<file path="config.mk">
export PLATFORM = sky130hd
export DESIGN_NAME = wb_uart
export DESIGN_NICKNAME = d
export VERILOG_FILES = /design/src/rtl/wb_uart.sv
export SDC_FILE = /design/constraint.sdc
export NUM_CORES = 1
export LEC_CHECK = 0
export CORE_UTILIZATION = 33
export DETAILED_ROUTE_END_ITERATION = 10
export SLEW_MARGIN = 20
export SYNTH_ARGS = -nofsm -noshare
export SYNTH_HDL_FRONTEND = slang
export SYNTH_SLANG_ARGS = --single-unit
</file>
<file path="constraint.sdc">
create_clock -name i_clk -period 6.45 [get_ports i_clk]
set_input_delay 0.645 -clock i_clk [delete_from_list [all_inputs] [get_ports i_clk]]
set_output_delay 0.645 -clock i_clk [all_outputs]
set_load 0.03 [all_outputs]
</file>
<file path="src/rtl/wb_uart.sv">
// wb_uart: Wishbone-slave 8N1 UART with programmable divisor, RX/TX byte
// FIFOs, optional RTS/CTS flow control and four level interrupts.

// Byte FIFO shared by the receive and transmit paths.
module wb_uart_fifo #(
  parameter int LGFLEN = 4
) (
  input  logic              i_clk,
  input  logic              i_reset,
  input  logic              i_push,
  input  logic [7:0]        i_data,
  input  logic              i_pop,
  output logic [7:0]        o_data,
  output logic [LGFLEN:0]   o_fill,
  output logic              o_empty,
  output logic              o_full
);
  localparam int DEPTH = 1 << LGFLEN;

  logic [7:0]        mem [DEPTH];
  logic [LGFLEN-1:0] wr_ptr;
  logic [LGFLEN-1:0] rd_ptr;
  logic              do_push;
  logic              do_pop;

  // A pop on empty is ignored; a push on full is accepted only alongside a pop.
  assign do_pop  = i_pop && !o_empty;
  assign do_push = i_push && (!o_full || do_pop);

  // Storage write port.
  // NOTE: the storage array is deliberately left out of reset; only the
  // pointers and fill count need a known value, and resetting the array would
  // prevent it from mapping onto RAM.
  always_ff @(posedge i_clk) begin
    if (do_push) mem[wr_ptr] <= i_data;
  end

  // Pointers and fill count.
  // NOTE: sequential state uses non-blocking assignments so every register
  // samples pre-edge values, independent of statement order.
  always_ff @(posedge i_clk) begin
    if (i_reset) begin
      wr_ptr <= '0;
      rd_ptr <= '0;
      o_fill <= '0;
    end else begin
      if (do_push) wr_ptr <= wr_ptr + LGFLEN'(1);
      if (do_pop)  rd_ptr <= rd_ptr + LGFLEN'(1);
      case ({do_push, do_pop})
        2'b10:   o_fill <= o_fill + (LGFLEN+1)'(1);
        2'b01:   o_fill <= o_fill - (LGFLEN+1)'(1);
        default: ;
      endcase
    end
  end

  assign o_data  = mem[rd_ptr];
  assign o_empty = (o_fill == '0);
  assign o_full  = o_fill[LGFLEN];
endmodule

module wb_uart #(
  parameter logic [31:0] INIT_SETUP = 32'h4000_0364,
  parameter int          LGFLEN     = 4
) (
  input  logic        i_clk,
  input  logic        i_reset,
  input  logic        i_wb_cyc,
  input  logic        i_wb_stb,
  input  logic        i_wb_we,
  input  logic [1:0]  i_wb_addr,
  input  logic [31:0] i_wb_data,
  input  logic [3:0]  i_wb_sel,
  output logic        o_wb_stall,
  output logic        o_wb_ack,
  output logic [31:0] o_wb_data,
  input  logic        i_uart_rx,
  output logic        o_uart_tx,
  input  logic        i_cts_n,
  output logic        o_rts_n,
  output logic        o_uart_rx_int,
  output logic        o_uart_tx_int,
  output logic        o_uart_rxfifo_int,
  output logic        o_uart_txfifo_int
);
  localparam logic [LGFLEN:0] HALF_FILL = (LGFLEN+1)'(1 << (LGFLEN-1));

  typedef enum logic [2:0] {
    RX_IDLE, RX_START, RX_DATA, RX_STOP, RX_WAIT_HIGH
  } rx_state_t;

  typedef enum logic [1:0] {
    TX_IDLE, TX_START, TX_DATA, TX_STOP
  } tx_state_t;

  // Bus decode
  logic        req, wr, rd;
  logic [31:0] rd_data;

  // Configuration and sticky errors
  logic        setup_flow;
  logic [23:0] setup_div;
  logic [23:0] eff_div;
  logic        rx_overflow;
  logic        rx_frame_err;

  // Synchronisers
  logic rx_meta, rx_s, rx_prev;
  logic cts_meta, cts_s;

  // FIFO interfaces
  logic [7:0]        rx_head, tx_head;
  logic [LGFLEN:0]   rx_fill, tx_fill;
  logic              rx_empty, rx_full, tx_empty, tx_full;
  logic              rx_pop, tx_push;

  // Receiver
  rx_state_t   rx_state, rx_state_d;
  logic [23:0] rx_cnt, rx_cnt_d;
  logic [2:0]  rx_bits, rx_bits_d;
  logic [7:0]  rx_shift, rx_shift_d;
  logic        rx_push, rx_ferr_set, rx_ovf_set;

  // Transmitter
  tx_state_t   tx_state, tx_state_d;
  logic [23:0] tx_cnt, tx_cnt_d;
  logic [2:0]  tx_bits, tx_bits_d;
  logic [7:0]  tx_shift, tx_shift_d;
  logic        tx_out, tx_out_d;
  logic        tx_pop, tx_start_ok, tx_busy;

  logic rts_q;
  logic unused_bits;

  assign unused_bits = ^{i_wb_sel, i_wb_data[31], i_wb_data[29:24]};

  assign req     = i_wb_cyc && i_wb_stb;
  assign wr      = req && i_wb_we;
  assign rd      = req && !i_wb_we;
  assign rx_pop  = rd && (i_wb_addr == 2'd2);
  assign tx_push = wr && (i_wb_addr == 2'd3);

  // A divisor below 2 would leave no room for a mid-bit sample point.
  assign eff_div = (setup_div < 24'd2) ? 24'd2 : setup_div;

  // Two-flop synchronisers for the asynchronous line inputs; rx_prev gives edge detect.
  always_ff @(posedge i_clk) begin
    if (i_reset) begin
      rx_meta  <= 1'b1;
      rx_s     <= 1'b1;
      rx_prev  <= 1'b1;
      cts_meta <= 1'b1;
      cts_s    <= 1'b1;
    end else begin
      rx_meta  <= i_uart_rx;
      rx_s     <= rx_meta;
      rx_prev  <= rx_s;
      cts_meta <= i_cts_n;
      cts_s    <= cts_meta;
    end
  end

  // Setup register and sticky receive errors; a write to RXDATA clears the errors.
  always_ff @(posedge i_clk) begin
    if (i_reset) begin
      setup_flow   <= INIT_SETUP[30];
      setup_div    <= INIT_SETUP[23:0];
      rx_overflow  <= 1'b0;
      rx_frame_err <= 1'b0;
    end else begin
      if (wr && (i_wb_addr == 2'd0)) begin
        setup_flow <= i_wb_data[30];
        setup_div  <= i_wb_data[23:0];
      end
      if (wr && (i_wb_addr == 2'd2)) begin
        rx_overflow  <= 1'b0;
        rx_frame_err <= 1'b0;
      end else begin
        if (rx_ovf_set)  rx_overflow  <= 1'b1;
        if (rx_ferr_set) rx_frame_err <= 1'b1;
      end
    end
  end

  wb_uart_fifo #(.LGFLEN(LGFLEN)) u_rx_fifo (
    .i_clk   (i_clk),
    .i_reset (i_reset),
    .i_push  (rx_push),
    .i_data  (rx_shift),
    .i_pop   (rx_pop),
    .o_data  (rx_head),
    .o_fill  (rx_fill),
    .o_empty (rx_empty),
    .o_full  (rx_full)
  );

  wb_uart_fifo #(.LGFLEN(LGFLEN)) u_tx_fifo (
    .i_clk   (i_clk),
    .i_reset (i_reset),
    .i_push  (tx_push),
    .i_data  (i_wb_data[7:0]),
    .i_pop   (tx_pop),
    .o_data  (tx_head),
    .o_fill  (tx_fill),
    .o_empty (tx_empty),
    .o_full  (tx_full)
  );

  // A received byte is lost only when the FIFO is full and no read frees a slot.
  assign rx_ovf_set = rx_push && rx_full && !rx_pop;

  // Receiver state register.
  always_ff @(posedge i_clk) begin
    if (i_reset) begin
      rx_state <= RX_IDLE;
      rx_cnt   <= '0;
      rx_bits  <= '0;
      rx_shift <= '0;
    end else begin
      rx_state <= rx_state_d;
      rx_cnt   <= rx_cnt_d;
      rx_bits  <= rx_bits_d;
      rx_shift <= rx_shift_d;
    end
  end

  // Receiver next state: half-bit start qualification, then one sample per bit time.
  // NOTE: every signal gets a default before the case so no path leaves one
  // unassigned, which would otherwise infer a latch.
  always_comb begin
    rx_state_d  = rx_state;
    rx_cnt_d    = rx_cnt;
    rx_bits_d   = rx_bits;
    rx_shift_d  = rx_shift;
    rx_push     = 1'b0;
    rx_ferr_set = 1'b0;
    case (rx_state)
      RX_IDLE: begin
        if (rx_prev && !rx_s) begin
          rx_state_d = RX_START;
          rx_cnt_d   = (eff_div >> 1) - 24'd1;
        end
      end
      RX_START: begin
        if (rx_cnt != '0) begin
          rx_cnt_d = rx_cnt - 24'd1;
        end else if (!rx_s) begin
          rx_state_d = RX_DATA;
          rx_cnt_d   = eff_div - 24'd1;
          rx_bits_d  = '0;
        end else begin
          rx_state_d = RX_IDLE;
        end
      end
      RX_DATA: begin
        if (rx_cnt != '0) begin
          rx_cnt_d = rx_cnt - 24'd1;
        end else begin
          rx_shift_d = {rx_s, rx_shift[7:1]};
          rx_cnt_d   = eff_div - 24'd1;
          rx_bits_d  = rx_bits + 3'd1;
          if (rx_bits == 3'd7) rx_state_d = RX_STOP;
        end
      end
      RX_STOP: begin
        if (rx_cnt != '0) begin
          rx_cnt_d = rx_cnt - 24'd1;
        end else if (rx_s) begin
          rx_push    = 1'b1;
          rx_state_d = RX_IDLE;
        end else begin
          rx_ferr_set = 1'b1;
          rx_state_d  = RX_WAIT_HIGH;
        end
      end
      RX_WAIT_HIGH: begin
        if (rx_s) rx_state_d = RX_IDLE;
      end
      default: rx_state_d = RX_IDLE;
    endcase
  end

  // CTS is only consulted when a new frame is about to begin.
  assign tx_start_ok = !tx_empty && (!setup_flow || !cts_s);
  assign tx_busy     = (tx_state != TX_IDLE);

  // Transmitter state register, including the registered line output.
  always_ff @(posedge i_clk) begin
    if (i_reset) begin
      tx_state <= TX_IDLE;
      tx_cnt   <= '0;
      tx_bits  <= '0;
      tx_shift <= '0;
      tx_out   <= 1'b1;
    end else begin
      tx_state <= tx_state_d;
      tx_cnt   <= tx_cnt_d;
      tx_bits  <= tx_bits_d;
      tx_shift <= tx_shift_d;
      tx_out   <= tx_out_d;
    end
  end

  // Transmitter next state: start, 8 data bits LSB first, stop; chains frames without a gap.
  always_comb begin
    tx_state_d = tx_state;
    tx_cnt_d   = tx_cnt;
    tx_bits_d  = tx_bits;
    tx_shift_d = tx_shift;
    tx_out_d   = tx_out;
    tx_pop     = 1'b0;
    case (tx_state)
      TX_IDLE: begin
        tx_out_d = 1'b1;
        if (tx_start_ok) begin
          tx_pop     = 1'b1;
          tx_shift_d = tx_head;
          tx_out_d   = 1'b0;
          tx_cnt_d   = eff_div - 24'd1;
          tx_state_d = TX_START;
        end
      end
      TX_START: begin
        if (tx_cnt != '0) begin
          tx_cnt_d = tx_cnt - 24'd1;
        end else begin
          tx_out_d   = tx_shift[0];
          tx_shift_d = {1'b0, tx_shift[7:1]};
          tx_bits_d  = '0;
          tx_cnt_d   = eff_div - 24'd1;
          tx_state_d = TX_DATA;
        end
      end
      TX_DATA: begin
        if (tx_cnt != '0) begin
          tx_cnt_d = tx_cnt - 24'd1;
        end else begin
          tx_cnt_d = eff_div - 24'd1;
          if (tx_bits == 3'd7) begin
            tx_out_d   = 1'b1;
            tx_state_d = TX_STOP;
          end else begin
            tx_out_d   = tx_shift[0];
            tx_shift_d = {1'b0, tx_shift[7:1]};
            tx_bits_d  = tx_bits + 3'd1;
          end
        end
      end
      TX_STOP: begin
        if (tx_cnt != '0) begin
          tx_cnt_d = tx_cnt - 24'd1;
        end else if (tx_start_ok) begin
          tx_pop     = 1'b1;
          tx_shift_d = tx_head;
          tx_out_d   = 1'b0;
          tx_cnt_d   = eff_div - 24'd1;
          tx_state_d = TX_START;
        end else begin
          tx_state_d = TX_IDLE;
        end
      end
      default: tx_state_d = TX_IDLE;
    endcase
  end

  // Read-data multiplexer, evaluated on the request cycle.
  always_comb begin
    rd_data = '0;
    case (i_wb_addr)
      2'd0: rd_data = {1'b0, setup_flow, 6'b0, setup_div};
      2'd1: begin
        rd_data[31:28] = 4'(LGFLEN);
        rd_data[24:20] = 5'(rx_fill);
        rd_data[17]    = (rx_fill >= HALF_FILL);
        rd_data[16]    = !rx_empty;
        rd_data[15:12] = 4'(LGFLEN);
        rd_data[8:4]   = 5'(tx_fill);
        rd_data[1]     = (tx_fill <= HALF_FILL);
        rd_data[0]     = !tx_full;
      end
      2'd2: begin
        rd_data[12]  = rx_overflow;
        rd_data[11]  = rx_frame_err;
        rd_data[8]   = rx_empty;
        rd_data[7:0] = rx_empty ? 8'h00 : rx_head;
      end
      default: begin
        rd_data[12] = !cts_s;
        rd_data[9]  = tx_busy;
        rd_data[8]  = tx_full;
      end
    endcase
  end

  // Bus response: single-cycle ack with registered data.
  always_ff @(posedge i_clk) begin
    if (i_reset) begin
      o_wb_ack  <= 1'b0;
      o_wb_data <= '0;
    end else begin
      o_wb_ack <= req;
      if (req) o_wb_data <= rd_data;
    end
  end

  // RTS asks the peer to pause once the receive FIFO is half full.
  always_ff @(posedge i_clk) begin
    if (i_reset) rts_q <= 1'b0;
    else         rts_q <= setup_flow && (rx_fill >= HALF_FILL);
  end

  assign o_wb_stall        = 1'b0;
  assign o_uart_tx         = tx_out;
  assign o_rts_n           = rts_q;
  assign o_uart_rx_int     = !rx_empty;
  assign o_uart_tx_int     = tx_empty && !tx_busy;
  assign o_uart_rxfifo_int = (rx_fill >= HALF_FILL);
  assign o_uart_txfifo_int = (tx_fill <= HALF_FILL);
endmodule

</file>
==> out/results.tsv, run 1 <==
metric	value	unit
fin_crit	4.47	ns
rsz0062_at_grt	no	
end_kind	flop	
cts_made_buffers	46	
netlist_instances	1715	
crit_type	flop to flop	
antenna_found_initial	0	
synth_warnings	0	
grt_usage	17.7	%
p_leak	7.51	nW
fin_nets	1814	
detail-route-antenna-nets	0	
cts_tree	done	
stdcell_area	22700	µm²
drc	10	
ys_async_sr_fraction	0	%
finish.utilization	38.4	%
start_util	33.4	%
yosys_most_used_dff	edfxtp_1	
hp-class	input pin to flop	
htreeDepth	2	
powerDensity	301	nW/µm²
cts.sinks	426	
maxSlewViolCount	0	
place_congestion	0.910	
dieArea	60900	µm²
coreArea	59100	µm²
rr_startpoint	tx_cnt[11]	
clock_skew	0.0401	ns
ys_ff_latch	426	
synth_top_area_share	38.9	%
violations	DRC	
reg2regPathDepth	13	
ios	85	
first_global_vias	13300	
drt_iter0_drc	1239	
status	finished with violations	
grt_max_degree	65	
antenna_cells	0	
synth.distinct_cells	79	
cts_buffer_depth	3	
r2r_slack	1.98	ns
finalSetupTns	0	ns
hold_viol	0	
slew_headroom	27.2	%
min_to	o_wb_data[15]	
fp.dieH	247	µm
min_path_cells	2	
placed_area	21100	µm²
cts_resized	0	
cts-root-buf	clkbuf_16	
synth-edff-count	256	
grt_pass1_wl	81600	µm
layout_commonest_cell	edfxtp_1	
cp.required	6.98	ns
synthToLayoutAreaGrowth	14.8	%
synth_area_leaders	edfxtp_1 (39%), dfxtp_1 (17%), mux4_2 (8.2%), nor2_1 (3.6%), a21oi_1 (3.2%)	
start_kind	flop	
crit-reg2reg-capture	u_tx_fifo.o_fill[4]	
fp-row-count	89	
vias	14000	
insertion_delay	0.60	ns
firstDrtPassIters	9	
worst_ep_arrival_time	5.00	ns
die_width	247	µm
drv_cap	0	
post-route-period-util	69.2	%
power	6.84	mW
fill_cells	5621	
syn_area	19800	µm²
grt_overflow	0	
final_cell_mix	edfxtp_1 (256), nor2_1 (187), dfxtp_1 (167), nand2_1 (142), a21oi_1 (126)	
cts_hold_buffers	0	
yosysSeqAreaShare	56.1	%
wl_per_cell	21.3	µm
post_cts_buffers	0	
vias_per_cell	5.49	
cp_max_fo	7	
routed_wl	54100	µm
setup_viol	0	
clk_pin_slew	0.07	ns
hp-start	i_reset	
holdWs	0.416	ns
syn_area_per_cell	11.5	µm²
fmax	224	MHz
yosysTopAreaCell	edfxtp_1	
portBuffers	66	
vdd_drop_max	0.000203	V
dpl.hpwl	36900	µm
drive_gt1_share	12.1	%
tightest_slew	1.09	ns
-- registers in the layout, summed over array words and instances (netlist names), 5 cells and up, named ones only --
name,flops
rx_shift,8
tx_cnt,24
u_tx_fifo.o_fill,5
u_tx_fifo.mem,128
tx_shift,8
u_rx_fifo.o_fill,5
setup_div,24
rx_cnt,24
o_wb_data,26
u_rx_fifo.mem,128
-- cell type report --
| type | count | area [µm²] | area share [%] |
|---|---|---|---|
| timing repair buffer | 91 | 846 | 3.73 |
| multi-input combinational | 1137 | 8090 | 35.7 |
| sequential | 426 | 11100 | 48.9 |
| clock buffer | 61 | 1270 | 5.60 |
| tap | 773 | 967 | 4.26 |
| clock inverter | 24 | 294 | 1.30 |
| inverter | 33 | 124 | 0.546 |
-- worst max-delay path, stage by stage, from the launching register on --
cell	delay, ns
dfxtp_1	0.38
nor4_1	0.74
nand4b_1	0.38
nor3_1	0.53
o21ai_0	0.36
a21oi_2	0.43
inv_1	0.09
ha_1	0.25
ha_1	0.34
a21o_1	0.19
a21oi_1	0.17
xnor2_1	0.09
or3_1	0.31
a21oi_1	0.14
-- layer usage --
metal / wire (µm) / GRT usage [%] / vias up
li1: - / - / 6441
met4: 1630 / 6.15 / 0
met1: 23900 / 24.6 / 6951
met2: 25000 / 27.5 / 476
met5: 0 / 0 / -
met3: 3660 / 3.32 / 92
-- Yosys cell counts (30+ instances only) --
| library cell | instances |
|---|---|
| nand2_1 | 142 |
| a211oi_1 | 30 |
| nor2_1 | 188 |
| xnor2_1 | 45 |
| clkbuf_1 | 87 |
| inv_1 | 32 |
| nor3_1 | 56 |
| mux2i_1 | 38 |
| ha_1 | 32 |
| dfxtp_1 | 170 |
| a21oi_1 | 126 |
| edfxtp_1 | 256 |
| mux4_2 | 72 |
| xor2_1 | 34 |
| o21ai_0 | 80 |
-- where the power goes --
part           switching, mW  total [mW]  leakage (nW)  internal [mW]
clock                   1.14        2.71         0.759           1.57
sequential            0.0564        2.98          3.71           2.92
combinational          0.767        1.15          3.04          0.384
-- worst max path at each step --
stage          depth (start not counted)                  end    startpoint
2_1_floorplan                         17           rx_cnt[15]  setup_div[9]
3_3_place_gp                          15  u_tx_fifo.o_fill[4]    tx_cnt[11]
3_5_place_dp                          15  u_tx_fifo.o_fill[4]    tx_cnt[11]
4_1_cts                               13  u_tx_fifo.o_fill[4]    tx_cnt[11]
5_1_grt                               15  u_tx_fifo.o_fill[4]    tx_cnt[11]
6_report                              13  u_tx_fifo.o_fill[4]    tx_cnt[11]
-- logic make-up after synthesis --
kind of cell / Yosys count / share of synthesized area, %
compound gates: 360 / 11.3
xor+xnor: 79 / 3.50
fa+ha+maj: 34 / 2.23
buf+inv: 158 / 3.27
flops: 426 / 56.1
mux: 121 / 10.8
other cells: 1 / 0.0190
simple gates: 536 / 12.8
-- through the flow --
stage	setup slack, ns	instances
after global routing	1.72	2545
after floorplan	2.62	1721
after detailed placement	2.12	2460
after global placement	2.17	2460
final	1.98	2545
after CTS	2.10	2545
No activity file was read; power rests on OpenSTA's default activity.
==> run 2, diff against run 1 <==
clock period = 4.54 ns   (was 6.45 ns; I/O delays follow)
==> out/results.tsv, run 2 (same netlist as run 1, synthesis figures left out) <==
metric	value	unit
status	finished with violations	
violations	DRC	
holdWs	0.363	ns
fin_nets	1857	
grt_max_degree	80	
dieArea	60900	µm²
cp_max_fo	8	
grt_pass1_wl	82800	µm
wl_per_cell	21.1	µm
detail-route-antenna-nets	0	
powerDensity	429	nW/µm²
antenna_found_initial	1	
hp-class	input pin to flop	
htreeDepth	2	
cts_resized	0	
hold_viol	0	
portBuffers	66	
synthToLayoutAreaGrowth	16.6	%
fp-row-count	89	
start_kind	flop	
cts_hold_buffers	0	
cp.required	5.07	ns
layout_commonest_cell	edfxtp_1	
cts_tree	done	
vias_per_cell	5.41	
ios	85	
coreArea	59100	µm²
path_delay_family	simple AND/OR/NAND/NOR gates	
routed_wl	54700	µm
p_leak	7.73	nW
vias	14000	
place_congestion	0.914	
post_cts_buffers	0	
setup_viol	0	
cpMostUsedCell	nor4_1	
rsz0062_at_grt	no	
maxSlewViolCount	0	
die_width	247	µm
path_cells	nor4_1 -> nor4bb_1 -> nand4b_1 -> nor3_1 -> nor2_1 -> ha_1 -> or3b_1 -> or4_4 -> nor4_1 -> nand3_1 -> xnor2_1 -> a31oi_1 -> o22ai_1	
finalSetupTns	0	ns
grt_usage	17.9	%
drv_cap	0	
drc	10	
final-instance-count-excl-fill	2589	
clock_skew	0.0312	ns
insertion_delay	0.61	ns
vdd_drop_max	0.000289	V
cts_made_buffers	46	
worst-path-buf-inv	0	
cts-root-buf	clkbuf_16	
drt_iter0_drc	1047	
cts.sinks	426	
first_global_vias	13800	
finish.utilization	39.0	%
slowest_delay	0.63	ns
worst_ep_arrival_time	4.62	ns
slew_headroom	26.4	%
drive_gt1_share	13.7	%
firstDrtPassIters	8	
fin_crit	4.09	ns
slowest_stage	dfxtp_1	
reg.largest.list	u_rx_fifo.mem x128, u_tx_fifo.mem x128, o_wb_data x26	
post-route-period-util	90.2	%
crit_type	flop to flop	
start_util	33.4	%
tightest_slew	1.10	ns
end_kind	flop	
cts_buffer_depth	3	
fp.dieH	247	µm
final_cell_mix	edfxtp_1 (256), nor2_1 (187), dfxtp_1 (167), nand2_1 (142), a21oi_1 (126)	
clk_pin_slew	0.06	ns
fmax	244	MHz
place_inst	2503	
dpl.hpwl	37800	µm
grt_overflow	0	
antenna_cells	0	
run 2: cell count changes in the layout (fill, tap and decap cells not counted), sizes merged:
cell and change:
bufinv +3, buf +43, clkbuf -2
run 2: final cells by class:
type                    count  area (µm²)
fillers                  5511       36100
flip-flops and latches    426       11100
multi-input cells        1137        8070
clock buffers              59        1230
repair buffers            134        1170
well taps                 773         967
clock inverters            27         388
inverters                  33         124
run 2: path summary, 6_finish.rpt:
kind | start | endpoint | slack, ns | cells after the start
max | setup_div[19] | tx_cnt[19] | 0.45 | 13
min reg2reg | rx_meta | rx_s | 0.42 | 1
min | i_reset | tx_state[1] | 0.36 | 2
max reg2reg | setup_div[19] | tx_cnt[19] | 0.45 | 13
run 2: metal layers:
metal  global-route usage, %  wire length, µm  vias up
li1                        -                -     6520
met1                    25.0            24600     6938
met2                    28.0            25200      461
met3                    3.40             3370       89
met4                    5.74             1490        2
met5                       0               13        -
run 2: per-stage QoR:
stage	setup slack, ns	area [µm²]	power, mW
floorplan	0.708	19800	5.42
global placement	0.507	21400	5.91
detailed placement	0.511	21400	5.94
CTS	0.497	23000	9.93
global route	0.208	23000	10.3
finish	0.445	23000	9.89
run 2: worst reg2reg max path: stages (launching register included):
cell      delay [ns]
dfxtp_1         0.63
nor4_1          0.15
nor4bb_1        0.19
nand4b_1        0.14
nor3_1          0.10
nor2_1          0.21
ha_1            0.25
or3b_1          0.47
or4_4           0.49
nor4_1          0.36
nand3_1         0.15
xnor2_1         0.49
a31oi_1         0.19
o22ai_1         0.20
run 2: report_power, final:
| group | internal, mW | switching (mW) | leakage (nW) | total, mW |
|---|---|---|---|---|
| Clock | 2.35 | 1.64 | 0.770 | 3.99 |
| Sequential | 4.15 | 0.0769 | 3.71 | 4.23 |
| Combinational | 0.561 | 1.11 | 3.24 | 1.67 |
==> run 3, diff against run 2 <==
CTS_CLUSTER_SIZE = 12   (was unset)
==> out/results.tsv, run 3 (same netlist as run 1, synthesis figures left out) <==
metric	value	unit
routed_wl	54700	µm
grt_max_degree	80	
cts_made_buffers	47	
insertion_delay	0.61	ns
rsz0062_at_grt	no	
die_width	247	µm
cts_tree	done	
fmax	240	MHz
p_leak	7.68	nW
violations	DRC	
cts-root-buf	clkbuf_16	
coreArea	59100	µm²
start_util	33.4	%
grt_overflow	0	
first_global_vias	13800	
vias_per_cell	5.44	
drt_iter0_drc	1147	
powerDensity	420	nW/µm²
wl_per_cell	21.1	µm
cts_buffer_depth	3	
path_cells	nor4_1 -> nor4bb_1 -> nand4b_1 -> nor3_1 -> nor2_1 -> ha_1 -> or3b_1 -> or4_4 -> nor4_1 -> nand3_1 -> xnor2_1 -> a31oi_1 -> o22ai_1	
cp.required	5.06	ns
placed_area	21400	µm²
dieArea	60900	µm²
firstDrtPassIters	8	
post_cts_buffers	0	
start_kind	flop	
setup_viol	0	
final_cell_mix	edfxtp_1 (256), nor2_1 (187), dfxtp_1 (167), nand2_1 (142), a21oi_1 (126)	
stdcell_area	22900	µm²
fin_nets	1858	
synthToLayoutAreaGrowth	16.0	%
end_kind	flop	
dpl.hpwl	37800	µm
status	finished with violations	
tightest_slew	1.09	ns
drc	11	
worst_ep_arrival_time	4.69	ns
ios	85	
fp-row-count	89	
slowest_delay	0.62	ns
fp.dieH	247	µm
maxSlewViolCount	0	
post-route-period-util	91.8	%
reg.largest.list	u_rx_fifo.mem x128, u_tx_fifo.mem x128, o_wb_data x26	
hp-class	input pin to flop	
vias	14100	
clock_skew	0.0293	ns
portBuffers	66	
fin_crit	4.17	ns
drive_gt1_share	13.5	%
hold_viol	0	
cpMostUsedCell	nor4_1	
cp_max_fo	8	
drv_cap	0	
crit_type	flop to flop	
slowest_stage	dfxtp_1	
grt_pass1_wl	83000	µm
multi_input_area	8070	µm²
cts.sinks	426	
htreeDepth	2	
slew_headroom	27.4	%
cts_resized	0	
cts_hold_buffers	0	
layout_commonest_cell	edfxtp_1	
regArea	11100	µm²
finalSetupTns	0	ns
vdd_drop_max	0.000273	V
antenna_found_initial	1	
grt_usage	17.9	%
fill_cells	5545	
place_congestion	0.914	
antenna_cells	0	
detail-route-antenna-nets	0	
clk_pin_slew	0.06	ns
run 3: changes by cell type in the layout (fill, tap and decap cells not counted):
cell and delta:
inv_8 -1, bufinv_16 -5, clkinv_8 +1, clkbuf_16 +1
inv_16 -1, clkinv_2 +3, clkbuf_1 +6, clkbuf_8 +1
clkinvlp_4 -2, clkinv_1 -2
run 3: cell type report:
cell class                 count  area share [%]
clock buffer                  67            5.63
clock inverter                20           0.939
inverter                      33           0.540
multi-input combinational   1137            35.2
sequential                   426            48.4
tap                          773            4.22
timing repair buffer         134            5.10
run 3: power by group:
part	internal (mW)	total (mW)	switching [mW]
sequential	4.15	4.23	0.0768
combinational	0.561	1.68	1.11
clock	2.11	3.72	1.61
run 3: stage by stage:
stage | worst slack [ns] | hold slack (ns) | power [mW] | util (%) | std cells
floorplan | 0.708 | 0.389 | 5.42 | - | 1721
global placement | 0.507 | 0.396 | 5.91 | 36.2 | 2503
detailed placement | 0.511 | 0.400 | 5.94 | 36.2 | 2503
CTS | 0.497 | 0.338 | 9.67 | 38.8 | 2590
global route | 0.210 | 0.394 | 10.0 | 38.8 | 2590
finish | 0.372 | 0.363 | 9.63 | 38.8 | 2590
run 3: critical path: cells and delay by family, from the launching register on:
family / cells / cell delay (ns)
adders and majority gates: 1 / 0.25
DFF: 1 / 0.62
and+or+nand+nor: 9 / 2.34
xor gates and xnor gates: 1 / 0.50
AOI/OAI and AO/OA: 2 / 0.39
run 3: metal layers:
metal	wire length, µm	GRT usage [%]	vias up
met3	3450	3.29	103
met1	24500	25.0	6983
met5	13	0	-
li1	-	-	6515
met4	1620	5.90	2
met2	25100	28.0	479
run 3: final timing paths:
| kind | startpoint | slack [ns] | to | cells past startpoint |
|---|---|---|---|---|
| max | setup_div[19] | 0.37 | tx_cnt[19] | 13 |
| min reg2reg | rx_meta | 0.42 | rx_s | 1 |
| max reg2reg | setup_div[19] | 0.37 | tx_cnt[19] | 13 |
| min | i_reset | 0.36 | tx_state[1] | 2 |
